## config.mk

```make
export PLATFORM = sky130hd
export DESIGN_NAME = multi_cycle_ctrl
export DESIGN_NICKNAME = d
export VERILOG_FILES = /design/src/rtl/multi_cycle_ctrl.sv
export SDC_FILE = /design/constraint.sdc
export NUM_CORES = 1
export LEC_CHECK = 0
export CORE_MARGIN = 1
export CORE_UTILIZATION = 62
export DETAILED_ROUTE_END_ITERATION = 8
export DONT_BUFFER_PORTS = 1
export PLACE_DENSITY_LB_ADDON = 0.2
export SLEW_MARGIN = 10
export SYNTH_ARGS = -nofsm -noshare
export SYNTH_HDL_FRONTEND = slang
export SYNTH_SLANG_ARGS = --single-unit
```

## constraint.sdc

```tcl
create_clock -name clk -period 2.85 [get_ports clk]
set_input_delay 0.57 -clock clk [delete_from_list [all_inputs] [get_ports clk]]
set_output_delay 0.57 -clock clk [all_outputs]
set_load 0.05 [all_outputs]
```

## src/rtl/multi_cycle_ctrl.sv

```systemverilog
`default_nettype none
// ============================================================================
// Module      : multi_cycle_ctrl
// Description : Multi-cycle control unit for a small ARMv8-style subset
//               (ADDI, ADDS, SUBS, LDUR, STUR, B, CBZ, B.LT). Latches the
//               instruction in FETCH and sequences DECODE/EXEC/MEM/WB.
//               All datapath controls are combinational from state, ir and
//               the live status inputs. Unknown opcodes park the unit in ERR.
// Revision    : 1.0 - initial release
// ============================================================================
module multi_cycle_ctrl (
  input  logic        clk,
  input  logic        reset,
  input  logic        run,
  input  logic [31:0] instr_in,
  input  logic        zero,
  input  logic        flag_n,
  input  logic        flag_v,
  input  logic        mem_ready,
  output logic [31:0] ir,
  output logic [2:0]  state,
  output logic        ir_en,
  output logic        pc_en,
  output logic        br_taken,
  output logic        uncond_br,
  output logic        reg2loc,
  output logic        alu_src,
  output logic        imm_sel,
  output logic [2:0]  alu_op,
  output logic        flag_en,
  output logic        mem_read,
  output logic        mem_write,
  output logic        mem_to_reg,
  output logic        reg_write,
  output logic        err
);

  localparam logic [2:0] ALU_PASS_B = 3'b000;
  localparam logic [2:0] ALU_ADD    = 3'b010;
  localparam logic [2:0] ALU_SUB    = 3'b011;

  typedef enum logic [2:0] {
    FETCH  = 3'd0,
    DECODE = 3'd1,
    EXEC   = 3'd2,
    MEM    = 3'd3,
    WB     = 3'd4,
    ERR    = 3'd7
  } state_t;

  typedef enum logic [3:0] {
    OP_ILLEGAL = 4'd0,
    OP_ADDI    = 4'd1,
    OP_ADDS    = 4'd2,
    OP_SUBS    = 4'd3,
    OP_LDUR    = 4'd4,
    OP_STUR    = 4'd5,
    OP_B       = 4'd6,
    OP_CBZ     = 4'd7,
    OP_BLT     = 4'd8
  } op_t;

  state_t cur_state;
  state_t next_state;
  op_t    op;

  assign state = cur_state;

  // Classify the latched instruction; ir is stable from DECODE to retirement.
  always_comb begin
    op = OP_ILLEGAL;
    if (ir[31:22] == 10'b1001000100)
      op = OP_ADDI;
    else if (ir[31:21] == 11'b10101011000)
      op = OP_ADDS;
    else if (ir[31:21] == 11'b11101011000)
      op = OP_SUBS;
    else if (ir[31:21] == 11'b11111000010)
      op = OP_LDUR;
    else if (ir[31:21] == 11'b11111000000)
      op = OP_STUR;
    else if (ir[31:26] == 6'b000101)
      op = OP_B;
    else if (ir[31:24] == 8'b10110100)
      op = OP_CBZ;
    else if (ir[31:24] == 8'b01010100 && ir[4:0] == 5'b01011)
      op = OP_BLT;
  end

  // State register and instruction latch; reset clears both immediately.
  always_ff @(posedge clk or posedge reset) begin
    if (reset) begin
      cur_state <= FETCH;
      ir        <= '0;
    end else begin
      cur_state <= next_state;
      if (ir_en)
        ir <= instr_in;
    end
  end

  // Next-state and control outputs; every control defaults low.
  always_comb begin
    next_state = cur_state;
    ir_en      = 1'b0;
    pc_en      = 1'b0;
    br_taken   = 1'b0;
    uncond_br  = 1'b0;
    reg2loc    = 1'b0;
    alu_src    = 1'b0;
    imm_sel    = 1'b0;
    alu_op     = ALU_PASS_B;
    flag_en    = 1'b0;
    mem_read   = 1'b0;
    mem_write  = 1'b0;
    mem_to_reg = 1'b0;
    reg_write  = 1'b0;
    err        = 1'b0;

    case (cur_state)
      FETCH: begin
        // reset holds the unit in FETCH, so only the fetch enable needs gating
        if (run && !reset) begin
          ir_en      = 1'b1;
          next_state = DECODE;
        end
      end

      DECODE: begin
        next_state = (op == OP_ILLEGAL) ? ERR : EXEC;
      end

      EXEC: begin
        case (op)
          OP_ADDI: begin
            alu_src    = 1'b1;
            alu_op     = ALU_ADD;
            next_state = WB;
          end
          OP_ADDS: begin
            reg2loc    = 1'b1;
            alu_op     = ALU_ADD;
            flag_en    = 1'b1;
            next_state = WB;
          end
          OP_SUBS: begin
            reg2loc    = 1'b1;
            alu_op     = ALU_SUB;
            flag_en    = 1'b1;
            next_state = WB;
          end
          OP_LDUR, OP_STUR: begin
            alu_src    = 1'b1;
            imm_sel    = 1'b1;
            alu_op     = ALU_ADD;
            next_state = MEM;
          end
          OP_B: begin
            pc_en      = 1'b1;
            br_taken   = 1'b1;
            uncond_br  = 1'b1;
            next_state = FETCH;
          end
          OP_CBZ: begin
            pc_en      = 1'b1;
            br_taken   = zero;
            next_state = FETCH;
          end
          OP_BLT: begin
            pc_en      = 1'b1;
            br_taken   = flag_n ^ flag_v;
            next_state = FETCH;
          end
          default: next_state = ERR;
        endcase
      end

      MEM: begin
        // address operands stay valid for the whole access
        alu_src = 1'b1;
        imm_sel = 1'b1;
        alu_op  = ALU_ADD;
        if (op == OP_LDUR) begin
          mem_read = 1'b1;
          if (mem_ready)
            next_state = WB;
        end else begin
          mem_write = 1'b1;
          if (mem_ready) begin
            pc_en      = 1'b1;
            next_state = FETCH;
          end
        end
      end

      WB: begin
        reg_write  = 1'b1;
        pc_en      = 1'b1;
        next_state = FETCH;
        if (op == OP_LDUR) begin
          mem_to_reg = 1'b1;
          mem_read   = 1'b1;
        end
      end

      ERR: begin
        err = 1'b1;
      end

      default: next_state = ERR;
    endcase
  end

endmodule
`default_nettype wire

```

; ---- Word level (Yosys, flattened, before mapping)
; Index checks and enable logic that the tools add are counted.
[totals]
output_inout_bits = 51
ff_bits = 35
wordCells = 81
inputBits = 39
[op_classes]
eq_ne = 24
muxes = 40
reduce_logical = 13
bitwise_logic = 2
[op_table]
columns = op, n
row1 = $eq 11x11->1 const B, 4
row2 = $mux 4, 8
row3 = $mux 1, 19
row4 = $pmux 3 s6, 1
row5 = $eq 4x3->1 const B, 4
row6 = $mux 3, 5
row7 = $eq 10x10->1 const B, 1
row8 = $pmux 3 s3, 1
row9 = $reduce_or 3->1, 3
row10 = $eq 4x2->1 const B, 2
row11 = $eq 8x7->1 const B, 1
row12 = $eq 8x8->1 const B, 1
row13 = $pmux 2 s2, 2
row14 = $eq 3x2->1 const B, 2
row15 = $eq 3x3->1 const B, 2
row16 = $eq 6x3->1 const B, 1
row17 = $pmux 1 s3, 2
row18 = $reduce_or 2->1, 3
row19 = $eq 5x4->1 const B, 1
row20 = $eq 4x1->1 const B, 1
row21 = $eq 4x4->1 const B, 1
row22 = $logic_not 4->1, 1
row23 = $ne 2x2->1 const B, 2
row24 = $pmux 1 s2, 2
row25 = other kinds (8), 9

; ---- Longest topological paths before layout
; Gate-level depths: netlist of the first run.
[logic_depth]
depth_word = 14
mapped_depth = 7
depth_no_buf = 6

; ---- Worst setup path after synthesis of the first run
; OpenSTA, ideal clock, no wires.
[synth_timing]
path_kind = register to output
startpoint = register ir[28]
endpoint = output port pc_en
n_path_buf = 0
path_stages_with_launch = 7
t_arrival_ns = 2.375
slack_ns = -0.095
required_time_ns = 2.280
cell_sequence = dfrtp_1 or3b_4 nor4_4 nor2_1 nor2_1 a31oi_1 o21ai_1
[synth_between]
elab_chain_cells = 14
word_cells_on_any_way = 25
classes_between = eq/ne (12) / mux (11) / reduce/logical (2)
[synth_lines]
columns = item, line_no
row1 = "start, declared", 20  ; output logic [31:0] ir,
row2 = "start signal, assigned", 98  ; ir <= instr_in;
row3 = $eq 8x7->1, 86  ; else if (ir[31:24] == 8'b01010100 && ir[4:0] == 5'b01011)
row4 = $logic_and 1x1->1, 86
row5 = $mux 4, 86
row6 = $mux 4, 84  ; else if (ir[31:24] == 8'b10110100)
row7 = $mux 4, 82  ; else if (ir[31:26] == 6'b000101)
row8 = $mux 4, 80  ; else if (ir[31:21] == 11'b11111000000)
row9 = $mux 4, 78  ; else if (ir[31:21] == 11'b11111000010)
row10 = $mux 4, 76  ; else if (ir[31:21] == 11'b11101011000)
row11 = $mux 4, 74  ; else if (ir[31:21] == 11'b10101011000)
row12 = $mux 4 *, 72  ; if (ir[31:22] == 10'b1001000100)
row13 = $eq 4x4->1 or $eq 4x3->1 (tied branches), 134  ; case (op)
row14 = $reduce_or 3->1 (no line), -
row15 = $mux 1, 134
row16 = $pmux 1 s3 *, 120  ; case (cur_state)
row17 = "end, declared", 23  ; output logic pc_en,
; Every way passes the cells marked *; elsewhere a longest branch is shown, timed or not.

; ---- Worst setup path after layout of the first run
[layout_timing]
startpoint = register ir[27]
endpoint = output port alu_op[1]
[layout_between]
elab_chain_cells = 14
word_cells_on_any_way = 25
classes_between = eq/ne (13) / mux (10) / reduce/logical (2)
[layout_lines]
columns = item, line_no
row1 = $eq 8x7->1, 86
row2 = $logic_and 1x1->1, 86
row3 = $mux 4, 86
row4 = $mux 4, 84
row5 = $mux 4, 82
row6 = $mux 4, 80
row7 = $mux 4, 78
row8 = $mux 4, 76
row9 = $mux 4, 74
row10 = $mux 4 *, 72
row11 = "$eq 4x3->1, or another cell as far along", 134
row12 = $reduce_or 4->1 (no line), -
row13 = $pmux 2 s2 *, 134
row14 = $pmux 2 s2 *, 120
row15 = "end, declared", 29  ; output logic [2:0] alu_op,
; Marked as above.

==> key figures, run 1 <==
Yosys
  • Adder-cell share of the synthesized area: 0%
  • Simple-Gate Fraction of Synth Area: 37.7%
  • Xor-xnor portion of the synthesized cell area: 0.481%
  • Synth top area share: 48.1%
  • Main combinational cell family by area after synthesis: simple AND/OR/NAND/NOR gates
  • Asr flop ratio synth: 100%
  • Area contributors post-synth: dfrtp_1 48%, nand2_1 21%, nor2_1 2.5%
  • Synth Cell Area: 0.00182 mm^2
  • Synth Flop Type: dfrtp_1
  • Register area share after synthesis: 48.1%
  • Compound-Gate Fraction of Synth Area: 8.59%
  • Mapped Cells: 221
  • Post-synthesis mux area share: 0%
  • Most frequent cells after synthesis: 104 x nand2_1, 35 x dfrtp_1, 12 x nor2_1, 7 x a21oi_1, 5 x o21ai_1
  • Net Count, Synth: 260
  • EDFF count, synth: 0
  • Yosys warning count: 0
  • Synth cell types: 41
  • Avg Cell Area, Syn: 8.24 um^2
  • Area leader, netlist: dfrtp_1
  • Cell with the most instances after synthesis: nand2_1
  • Yosys reg bits: 35

Timing
  • Setup_tns: 0 ns
  • Endpoints failing hold: 0
  • FMAX: 355 MHz
  • Crit path time final: 2.82 ns
  • Max-slew violations: 0
  • Crit share post-route: 98.8%
  • Setup violators final: 0
  • Clock skew: 0.00745 ns
  • RSZ-0062 raised after global routing: true

Power and ir drop
  • Power Density: 626 mW/mm^2
  • LEAKAGE: 0.00117 uW
  • Total power: 1370 uW
  • Max VDD drop: 0.676 mV

Setup path
  • Kind of critical path: reg -> out
  • CP Capture Type: primary output
  • CP Data Required Time: 2.28 ns
  • Worst-path fanout max: 6
  • Worst EP arrival: 2.25 ns
  • Crit start category: flip-flop

Detailed routing
  • Via count: 1656
  • Routed len/inst: 15.7 um
  • Number of DRC markers in iteration 0: 90
  • Pre-antenna DRT Iters: 4
  • Via density: 5.83
  • Antenna-violating nets left: 0
  • # DRC: 0
  • Final WL: 4470 um

Outcome
  • Outcome: complete, no violations

Place
  • HPWL after DPL: 3230 um
  • Number of buffers inserted by port buffering: 0
  • Placer Congestion: 0.887

Cells and area
  • Nets: 291
  • Multi-input gate area: 880 um^2
  • Layout cells sized above 1: 25.7%
  • Filler Cells Inserted: 191
  • # diodes: 0
  • Register Area: 878 um^2
  • Layout area overhead: 20.7%

GRT
  • Antenna violations before repair: 0
  • Tot GR Track Use: 29.2%
  • First-pass GRT wire length: 7140 um
  • Largest net degree at the start of global routing: 34
  • Vias in the first global route: 1624
  • Total global routing overflow: 0

Floorplan
  • Row count: 19
  • Die Area: 0.00316 mm^2
  • Placeable Area: 0.00276 mm^2
  • I/O pins: 90
  • Initial Util: 66.0%
  • Die height: 56.2 um
  • Die width: 56.2 um

Worst hold path
  • HP Class: in -> async

Clocking
  • Latest clock arrival within the worst-skew pair: 0.32 ns
  • Num CTS Buffers: 5
  • Clock buffer depth: 2
  • Clk sinks: 35
  • H-tree depth: 2
  • Reg clk slew, reported paths: 0.11 ns
  • CTS Hold Bufs: 0
  • CTS tree: built
  • CTS root buffer: clkbuf_4

Run
  • MaxCap Viol Count: 0
## registers in the layout (all words and copies together) (netlist names)
signal / count
ir: 32
state: 3
## placed cells by master, fill, tap and decap left out, types with 2 or more instances in the layout
cell type	instances
nand2_1	104
dfrtp_1	33
buf_4	32
nor2_1	12
a21oi_1	6
clkbuf_4	5
inv_1	4
nor3_1	4
o21ai_0	4
nand3_1	3
o21ai_1	3
buf_12	3
or3b_4	2
nand4b_1	2
nand3b_1	2
or2_2	2
o21ai_2	2
dfrtp_2	2
## timing repair
action / CTS / global route
buffers inserted: 0 / 2
endpoints found under the setup margin: 0 / 4
resized for setup: 0 / 5
## per-layer routing
metal | part of all wire (%) | track usage (%) | vias up
li1 | - | - | 779
met1 | 39 | 36.8 | 770
met2 | 51 | 47.6 | 97
met3 | 8.5 | 7.21 | 10
met4 | 1.8 | 13.2 | 0
met5 | 0 | 0 | -
## area by class of cell
cell class                      instances  share of cell area (%)
Multi-Input combinational cell        170                    40.0
Sequential cell                        35                    40.0
Timing Repair Buffer                   35                    13.7
Clock inverter                          3                    1.99
Tap cell                               31                    1.77
Clock buffer                            5                    1.71
Inverter                                5                   0.854
## path summary, 6_finish.rpt
check / start / end / slack, ns / depth (start not counted)
max in group asynchronous: reset / ir[2]$_DFFE_PP0P_ / 2.21 / 3
min in group clk: instr_in[29] / ir[29]$_DFFE_PP0P_ / 0.34 / 2
setup / recovery: ir[27]$_DFFE_PP0P_ / alu_op[1] / 0.03 / 6
setup reg to reg: state[2]$_DFFE_PP0P_ / ir[0]$_DFFE_PP0P_ / 0.88 / 7
hold / removal: reset / ir[16]$_DFFE_PP0P_ / 0.11 / 2
hold reg to reg: ir[31]$_DFFE_PP0P_ / ir[31]$_DFFE_PP0P_ / 0.58 / 2
## kinds of logic after synthesis
| kind of cell | after synthesis |
|---|---|
| AOI/OAI and AO/OA | 24 |
| xor gates and xnor gates | 1 |
| buffers and inverters | 16 |
| DFF | 35 |
| other | 1 |
| and+or+nand+nor | 144 |
## critical path, cell delays in order, from the launching register on
cell	delay, ns
dfrtp_2	0.46
or4bb_4	0.56
nor4_4	0.23
nor3_1	0.13
a21boi_1	0.25
o21ai_2	0.12
buf_12	0.16
## metrics by stage
stage / worst slack, ns / hold slack [ns] / instance area (um^2) / util, % / std cells
after floorplan: 0.0173 / 0.675 / 1830 / - / 221
after detailed placement: 0.448 / 0.468 / 2080 / 75.6 / 274
after CTS: 0.0614 / 0.102 / 2170 / 78.5 / 282
after global routing: -0.0807 / 0.107 / 2200 / 79.7 / 284
final: 0.0344 / 0.110 / 2200 / 79.7 / 284
after global placement: 0.508 / 0.462 / 2080 / 75.6 / 274
## power by group
| group | switching (uW) | internal [uW] |
|---|---|---|
| registers | 48.1 | 522 |
| clock network | 166 | 185 |
| logic | 318 | 135 |
(Power assumes the default switching activity.)
==> inputs of run 2 (changes only) <==
--- a/config.mk
+++ b/config.mk
@@ -5,8 +5,10 @@
 export SDC_FILE = /design/constraint.sdc
 export NUM_CORES = 1
 export LEC_CHECK = 0
+export CELL_PAD_IN_SITES_DETAIL_PLACEMENT = 1
+export CELL_PAD_IN_SITES_GLOBAL_PLACEMENT = 2
 export CORE_MARGIN = 1
-export CORE_UTILIZATION = 62
+export CORE_UTILIZATION = 33
 export DETAILED_ROUTE_END_ITERATION = 8
 export DONT_BUFFER_PORTS = 1
 export PLACE_DENSITY_LB_ADDON = 0.2
==> run 2 against run 1 <==
Against the previous run: sequential cell count stayed put; worst setup slack better by 0.089 ns; clock power is essentially flat; global-route usage decreased by 11 points; fmax grew 3.3%; clock skew down 0.0042 ns; sequential share of layout area shrank 0.88 points; design area increased by 2.1%; combinational power barely moved.
==> key figures, run 2 (synthesis results as in run 1) <==
Outcome
  • Outcome: complete, no violations

Timing
  • Crit share post-route: 95.7% (-3.1 points)
  • Clock skew: 0.00320 ns (-0.00425 ns)
  • Crit path time final: 2.73 ns (-0.0892 ns)
  • FMAX: 367 MHz (+3.3%)
  • Endpoints failing hold: 0 (unchanged)
  • Setup_tns: 0 ns (unchanged)
  • Max-slew violations: 0 (unchanged)
  • Setup violators final: 0 (unchanged)

Clocking
  • Num CTS Buffers: 5 (unchanged)
  • Clk sinks: 35 (unchanged)
  • CTS tree: built
  • Reg clk slew, reported paths: 0.07 ns (-0.04 ns)
  • Clock buffer depth: 2 (unchanged)
  • H-tree depth: 2 (unchanged)
  • Latest clock arrival within the worst-skew pair: 0.28 ns (-0.04 ns)
  • CTS root buffer: clkbuf_8

GRT
  • Largest net degree at the start of global routing: 34 (unchanged)
  • Antenna violations before repair: 0 (unchanged)
  • Total global routing overflow: 0 (unchanged)
  • Vias in the first global route: 1724 (+6.2%)
  • Tot GR Track Use: 18.2% (-11 points)
  • First-pass GRT wire length: 8330 um (+17%)

Detailed routing
  • Pre-antenna DRT Iters: 4 (unchanged)
  • # DRC: 0 (unchanged)
  • Antenna-violating nets left: 0 (unchanged)
  • Number of DRC markers in iteration 0: 57 (-37%)
  • Via count: 1582 (-4.5%)
  • Final WL: 5050 um (+13%)
  • Routed len/inst: 15.7 um (-0.25%)
  • Via density: 4.91 (-16%)

Setup path
  • Worst EP arrival: 2.16 ns (-0.09 ns)
  • Kind of critical path: reg -> out
  • RR Startpoint: state[2]$_DFFE_PP0P_
  • Worst-path fanout max: 7 (+1)
  • Worst path cell trace: or4b_1 -> nor3b_2 -> o21ai_1 -> and2_1 -> o21ai_1 -> a21oi_2 -> buf_4
  • Critical path buffers and inverters: 1 (unchanged)
  • CP Capture Type: primary output
  • CP top delay family: simple AND/OR/NAND/NOR gates
  • Worst Setup SP: ir[27]$_DFFE_PP0P_
  • Largest stage delay, worst path: 0.53 ns (-0.03 ns)
  • Most used cell, CP: o21ai_1
  • CP max stage cell: or4b_1
  • Crit start category: flip-flop
  • CP Data Required Time: 2.28 ns (about the same)

Cells and area
  • Layout cells sized above 1: 25.0% (-0.69 points)
  • Top reg by flops: ir
  • # diodes: 0 (unchanged)
  • Max reg flops: 32 (unchanged)
  • Layout area overhead: 23.2%
  • Final Cell Area: 0.00224 mm^2 (+2.1%)
  • Commonest non-fill, non-tap cell in the layout: nand2_1
  • Nets: 291 (unchanged)
  • Commonest non-fill, non-tap cells in the layout: 104 x nand2_1, 34 x dfrtp_1, 32 x buf_4
  • Finished Layout Cells: 322 (+13%)

Power and ir drop
  • Psw: 531 uW (-0.25%)
  • Logic gate share of total power: 32.7% (-0.3 points)
  • Max VDD drop: 0.267 mV (-61%)
  • Total power: 1380 uW (+0.28%)
  • Clock Power Share: 25.6% (about the same)
  • Internal Pwr Total: 847 uW (+0.61%)
  • Sequential power share: 41.7% (+0.2 points)
  • Power Density: 614 mW/mm^2 (-1.8%)
  • Net Sw Frac: 38.6% (-0.20 points)
  • LEAKAGE: 0.00118 uW (+0.11%)

Place
  • Placer Congestion: 0.791 (-11%)
  • Placed Area: 0.00214 mm^2 (+2.7%)
  • Number of buffers inserted by port buffering: 0 (unchanged)
  • HPWL after DPL: 4000 um (+24%)
  • Cell Count Post-Placement: 314 (+15%)

Floorplan
  • Row count: 26 (+7)
  • Die width: 76.3 um (+36%)
  • I/O pins: 90 (unchanged)
  • Die Area: 0.00582 mm^2 (+84%)
  • Die height: 76.3 um (+36%)
  • Placeable Area: 0.00520 mm^2 (+89%)
  • Initial Util: 35.0% (-31 points)

Run
  • MaxCap Viol Count: 0 (unchanged)

Worst hold path
  • HP Class: in -> async
-- run 2: changes by cell type in the layout (fill, tap and decap cells not counted) --
cell	before	now
clkbuf_4	5	0
nor3b_2	0	1
or4b_1	0	1
or4b_4	1	0
nor2_2	0	1
clkbuf_8	0	6
dfrtp_1	33	34
bufinv_16	1	0
dfrtp_2	2	1
clkinv_4	1	0
nor3b_4	1	0
nor2_1	12	11
-- run 2: metal layers --
| metal | up-vias | global-route usage, % | routed length, um |
|---|---|---|---|
| met1 | 750 | 20.1 | 2050 |
| met4 | 0 | 5.19 | 58 |
| li1 | 773 | - | - |
| met3 | 6 | 5.63 | 333 |
| met5 | - | 0 | 0 |
| met2 | 53 | 33.2 | 2610 |
-- run 2: timing repair --
action | 4_1_cts | 5_1_grt
hold endpoints to repair | 0 | 0
gates resized for setup | 0 | 3
hold buffers | 0 | 0
endpoints found under the setup margin | 0 | 3
buffers inserted | 0 | 1
-- run 2: layout make-up --
type / instances / area [um^2]
clock buffers: 6 / 82.6
clock inverters: 1 / 5.00
fillers: 630 / 2960
inverters: 5 / 18.8
multi-input cells: 170 / 872
flip-flops and latches: 35 / 877
well taps: 70 / 87.6
repair buffers: 35 / 300
-- run 2: path summary, 6_finish.rpt --
check,end,slack [ns],cells past startpoint
max in group asynchronous,ir[27]$_DFFE_PP0P_,2.41,2
max,br_taken,0.12,7
min reg2reg,ir[27]$_DFFE_PP0P_,0.57,2
min in group clk,ir[5]$_DFFE_PP0P_,0.39,2
max reg2reg,ir[27]$_DFFE_PP0P_,0.81,7
min,state[2]$_DFFE_PP0P_,0.23,2
-- run 2: power by group through the flow --
stage	logic, uW	registers, uW	clock network (uW)
4_1_cts	455	575	368
3_5_place_dp	454	584	0
2_1_floorplan	279	645	0
5_1_grt	475	578	389
6_report	451	575	352
3_3_place_gp	446	583	0
-- run 2: metrics by stage --
step / hold slack, ns / util (%) / setup WS [ns]
3_3_place_gp: 0.526 / 41.1 / 0.495
5_1_grt: 0.241 / 43.1 / -0.00464
3_5_place_dp: 0.545 / 41.1 / 0.402
2_1_floorplan: 0.675 / - / 0.0173
4_1_cts: 0.234 / 42.8 / 0.0828
6_report: 0.226 / 43.1 / 0.124
==> inputs of run 3 (changes only) <==
--- a/config.mk
+++ b/config.mk
@@ -5,10 +5,11 @@
 export SDC_FILE = /design/constraint.sdc
 export NUM_CORES = 1
 export LEC_CHECK = 0
+export ABC_AREA = 1
 export CELL_PAD_IN_SITES_DETAIL_PLACEMENT = 1
 export CELL_PAD_IN_SITES_GLOBAL_PLACEMENT = 2
 export CORE_MARGIN = 1
-export CORE_UTILIZATION = 33
+export CORE_UTILIZATION = 31
 export DETAILED_ROUTE_END_ITERATION = 8
 export DONT_BUFFER_PORTS = 1
 export PLACE_DENSITY_LB_ADDON = 0.2
==> run 3 against run 2 <==
Against the previous run: area after synthesis rose by 1.6%; worst setup slack improved by 0.20 ns; via count rose by 11%; fmax rose by 7.7%; register-to-register slack got worse by 0.07 ns; sequential cell count did not move; sequential power rose by 140%; design area rose by 2.5%; count of clock-buffer cells in the layout did not move; total power rose by 140%; routed wire length fell by 2.6%; first-iteration DRC count fell by 44%; highest routed layer unchanged.
==> key figures, run 3 <==
Power and ir drop
  • Power Density: 1440 mW/mm^2 (+130%)
  • Max VDD drop: 0.702 mV (+160%)
  • LEAKAGE: 0.00120 uW (+2.1%)

Place
  • Placed Area: 0.00218 mm^2 (+1.9%)
  • Number of buffers inserted by port buffering: 0 (unchanged)
  • Placer Congestion: 0.734 (-7.2%)
  • HPWL after DPL: 3980 um (-0.51%)

Setup path
  • CP Data Required Time: 2.28 ns (about the same)
  • Worst path cell trace: inv_1 -> nor3_2 -> inv_2 -> nand2_1 -> a21oi_1 -> o21ai_1 -> buf_4
  • CP max stage cell: dfrtp_1
  • CP Capture Type: primary output
  • Worst-path fanout max: 4 (-3)
  • Kind of critical path: reg -> out
  • Worst EP arrival: 1.96 ns (-0.20 ns)
  • Crit start category: flip-flop
  • Largest stage delay, worst path: 0.67 ns (+0.14 ns)
  • CP top delay family: flip-flops
  • Critical path buffers and inverters: 3 (+2)

Clocking
  • Reg clk slew, reported paths: 0.07 ns (about the same)
  • CTS resizes: 0 (unchanged)
  • H-tree depth: 2 (unchanged)
  • CTS root buffer: clkbuf_8
  • Postcts setup bufs: 0 (unchanged)
  • Clock buffer depth: 2 (unchanged)
  • Clk sinks: 35 (unchanged)
  • CTS Hold Bufs: 0 (unchanged)
  • CTS tree: built
  • Num CTS Buffers: 5 (unchanged)
  • Latest clock arrival within the worst-skew pair: 0.28 ns (about the same)

Cells and area
  • Commonest non-fill, non-tap cells in the layout: 108 x nand2_1, 35 x dfrtp_1, 31 x nor2_1, 31 x buf_4, 23 x inv_1
  • Commonest non-fill, non-tap cell in the layout: nand2_1
  • # diodes: 0 (unchanged)
  • Layout area overhead: 24.3%
  • Layout cells sized above 1: 20.5% (-4.5 points)
  • Top reg by flops: ir
  • Filler Cells Inserted: 744 (+18%)
  • Max reg flops: 32 (unchanged)
  • Final Cell Area: 0.00230 mm^2 (+2.5%)
  • Nets: 336 (+15%)

Timing
  • Relative slew margins: 65.0%
  • Hold_ws: 0.177 ns (-0.0488 ns)
  • Max-slew violations: 0 (unchanged)
  • Crit share post-route: 88.8% (-6.8 points)
  • Clock skew: 0.00549 ns (+0.00229 ns)
  • FMAX: 395 MHz (+7.7%)
  • Setup violators final: 0 (unchanged)
  • Crit path time final: 2.53 ns (-0.195 ns)
  • Slew of the pin with the lowest slew margin: 0.525 ns
  • RSZ-0062 raised after global routing: false
  • Endpoints failing hold: 0 (unchanged)
  • Setup_tns: 0 ns (unchanged)

Yosys
  • Compound-Gate Fraction of Synth Area: 6.29% (-2.3 points)
  • Register area share after synthesis: 47.3% (-0.78 points)
  • Yosys warning count: 0 (unchanged)
  • Main combinational cell family by area after synthesis: simple AND/OR/NAND/NOR gates
  • Synth cell types: 24 (-41%)
  • Avg Cell Area, Syn: 6.98 um^2 (-15%)
  • Area contributors post-synth: dfrtp_1 47%, nand2_1 22%, nor2_1 6.5%
  • Net Count, Synth: 304 (+17%)
  • Post-synthesis mux area share: 0% (unchanged)
  • Synth Cell Area: 0.00185 mm^2 (+1.6%)
  • Most frequent cells after synthesis: 108 x nand2_1, 35 x dfrtp_1, 32 x nor2_1, 23 x inv_1, 14 x o21ai_0
  • Area leader, netlist: dfrtp_1
  • Simple-Gate Fraction of Synth Area: 37.3% (-0.34 points)
  • Synth top area share: 47.3% (-0.78 points)
  • Asr flop ratio synth: 100% (unchanged)
  • EDFF count, synth: 0 (unchanged)
  • Synth Flop Type: dfrtp_1
  • Xor-xnor portion of the synthesized cell area: 0.473% (-0.0078 points)
  • Adder-cell share of the synthesized area: 0% (unchanged)
  • Yosys reg bits: 35 (unchanged)
  • Cell with the most instances after synthesis: nand2_1
  • Mapped Cells: 265 (+20%)

Detailed routing
  • Via density: 4.74 (-3.5%)
  • Pre-antenna DRT Iters: 4 (unchanged)
  • Via count: 1755 (+11%)
  • Max Used Layer: met4
  • Met1 WL: 2190 um (+7.0%)
  • Antenna-violating nets left: 0 (unchanged)
  • Final WL: 4920 um (-2.6%)
  • # DRC: 0 (unchanged)
  • Wire length on met3: 330 um (-0.90%)
  • Routed length on met2: 2350 um (-10%)
  • Routed len/inst: 13.3 um (-15%)
  • Number of DRC markers in iteration 0: 32 (-44%)

GRT
  • First-pass GRT wire length: 8150 um (-2.2%)
  • Tot GR Track Use: 17.0% (-1.2 points)
  • Antenna violations before repair: 0 (unchanged)
  • Total global routing overflow: 0 (unchanged)
  • Vias in the first global route: 1800 (+4.4%)
  • Largest net degree at the start of global routing: 40 (+18%)

Floorplan
  • Die width: 79.3 um (+3.9%)
  • Initial Util: 32.8% (-2.2 points)
  • Die height: 79.3 um (+3.9%)
  • I/O pins: 90 (unchanged)
  • Die Area: 0.00628 mm^2 (+8.0%)
  • Placeable Area: 0.00564 mm^2 (+8.4%)
  • Row count: 27 (+3.8%)

Worst hold path
  • HP Class: in -> async

Outcome
  • Outcome: complete, no violations

Run
  • MaxCap Viol Count: 0 (unchanged)
[run 3: per-layer routing]
metal  GRT usage [%]  vias up
met5               0        -
met4            6.18        0
met3            5.06        4
met2            28.9       62
met1            20.1      815
li1                -      874
[run 3: final cells by class]
type / instances / area [um^2] / area share (%)
flip-flops and latches: 35 / 876 / 38.1
multi-input cells: 192 / 831 / 36.1
repair buffers: 33 / 273 / 11.9
inverters: 30 / 113 / 4.90
well taps: 72 / 90.1 / 3.92
clock buffers: 6 / 82.6 / 3.59
clock inverters: 2 / 35.0 / 1.52
[run 3: final timing paths]
kind,from,endpoint,slack [ns],cells after the start
worst min register to register,ir[3]$_DFFE_PP0P_,ir[3]$_DFFE_PP0P_,0.59,2
max in group asynchronous,reset,ir[17]$_DFFE_PP0P_,2.13,2
min in group clk,instr_in[16],ir[16]$_DFFE_PP0P_,0.39,2
worst min-delay path,reset,ir[2]$_DFFE_PP0P_,0.18,1
worst max-delay path,state[0]$_DFFE_PP0P_,alu_op[1],0.32,7
worst max register to register,state[0]$_DFFE_PP0P_,ir[21]$_DFFE_PP0P_,0.74,7
[run 3: per-stage QoR]
| stage | total power, uW | cells | util [%] | worst slack (ns) |
|---|---|---|---|---|
| detailed placement | 2880 | 362 | 38.7 | 0.599 |
| floorplan | 2420 | 265 | - | 0.0541 |
| CTS | 3360 | 370 | 40.8 | 0.279 |
| global placement | 2860 | 362 | 38.7 | 0.627 |
| global route | 3530 | 370 | 40.8 | 0.109 |
| finish | 3310 | 370 | 40.8 | 0.319 |
[run 3: power breakdown]
part / total (uW) / internal (uW) / switching [uW] / leakage (uW)
registers: 1360 / 725 / 637 / 0.000428
logic: 1490 / 423 / 1060 / 0.000711
clock network: 465 / 283 / 182 / 0.0000612
total: 3310 / 1430 / 1880 / 0.00120
[run 3: logic make-up after synthesis]
group	Yosys count
AO/OA/AOI/OAI	22
XOR/XNOR	1
other	1
buffers and inverters	38
flip-flops	35
AND/OR/NAND/NOR	168
[run 3: worst reg2reg max path: cells and delay by family (launching register included)]
family,cells,cell delay (ns)
flops,1,0.58
compound gates,1,0.16
simple gates,3,0.47
buf+inv,3,0.77
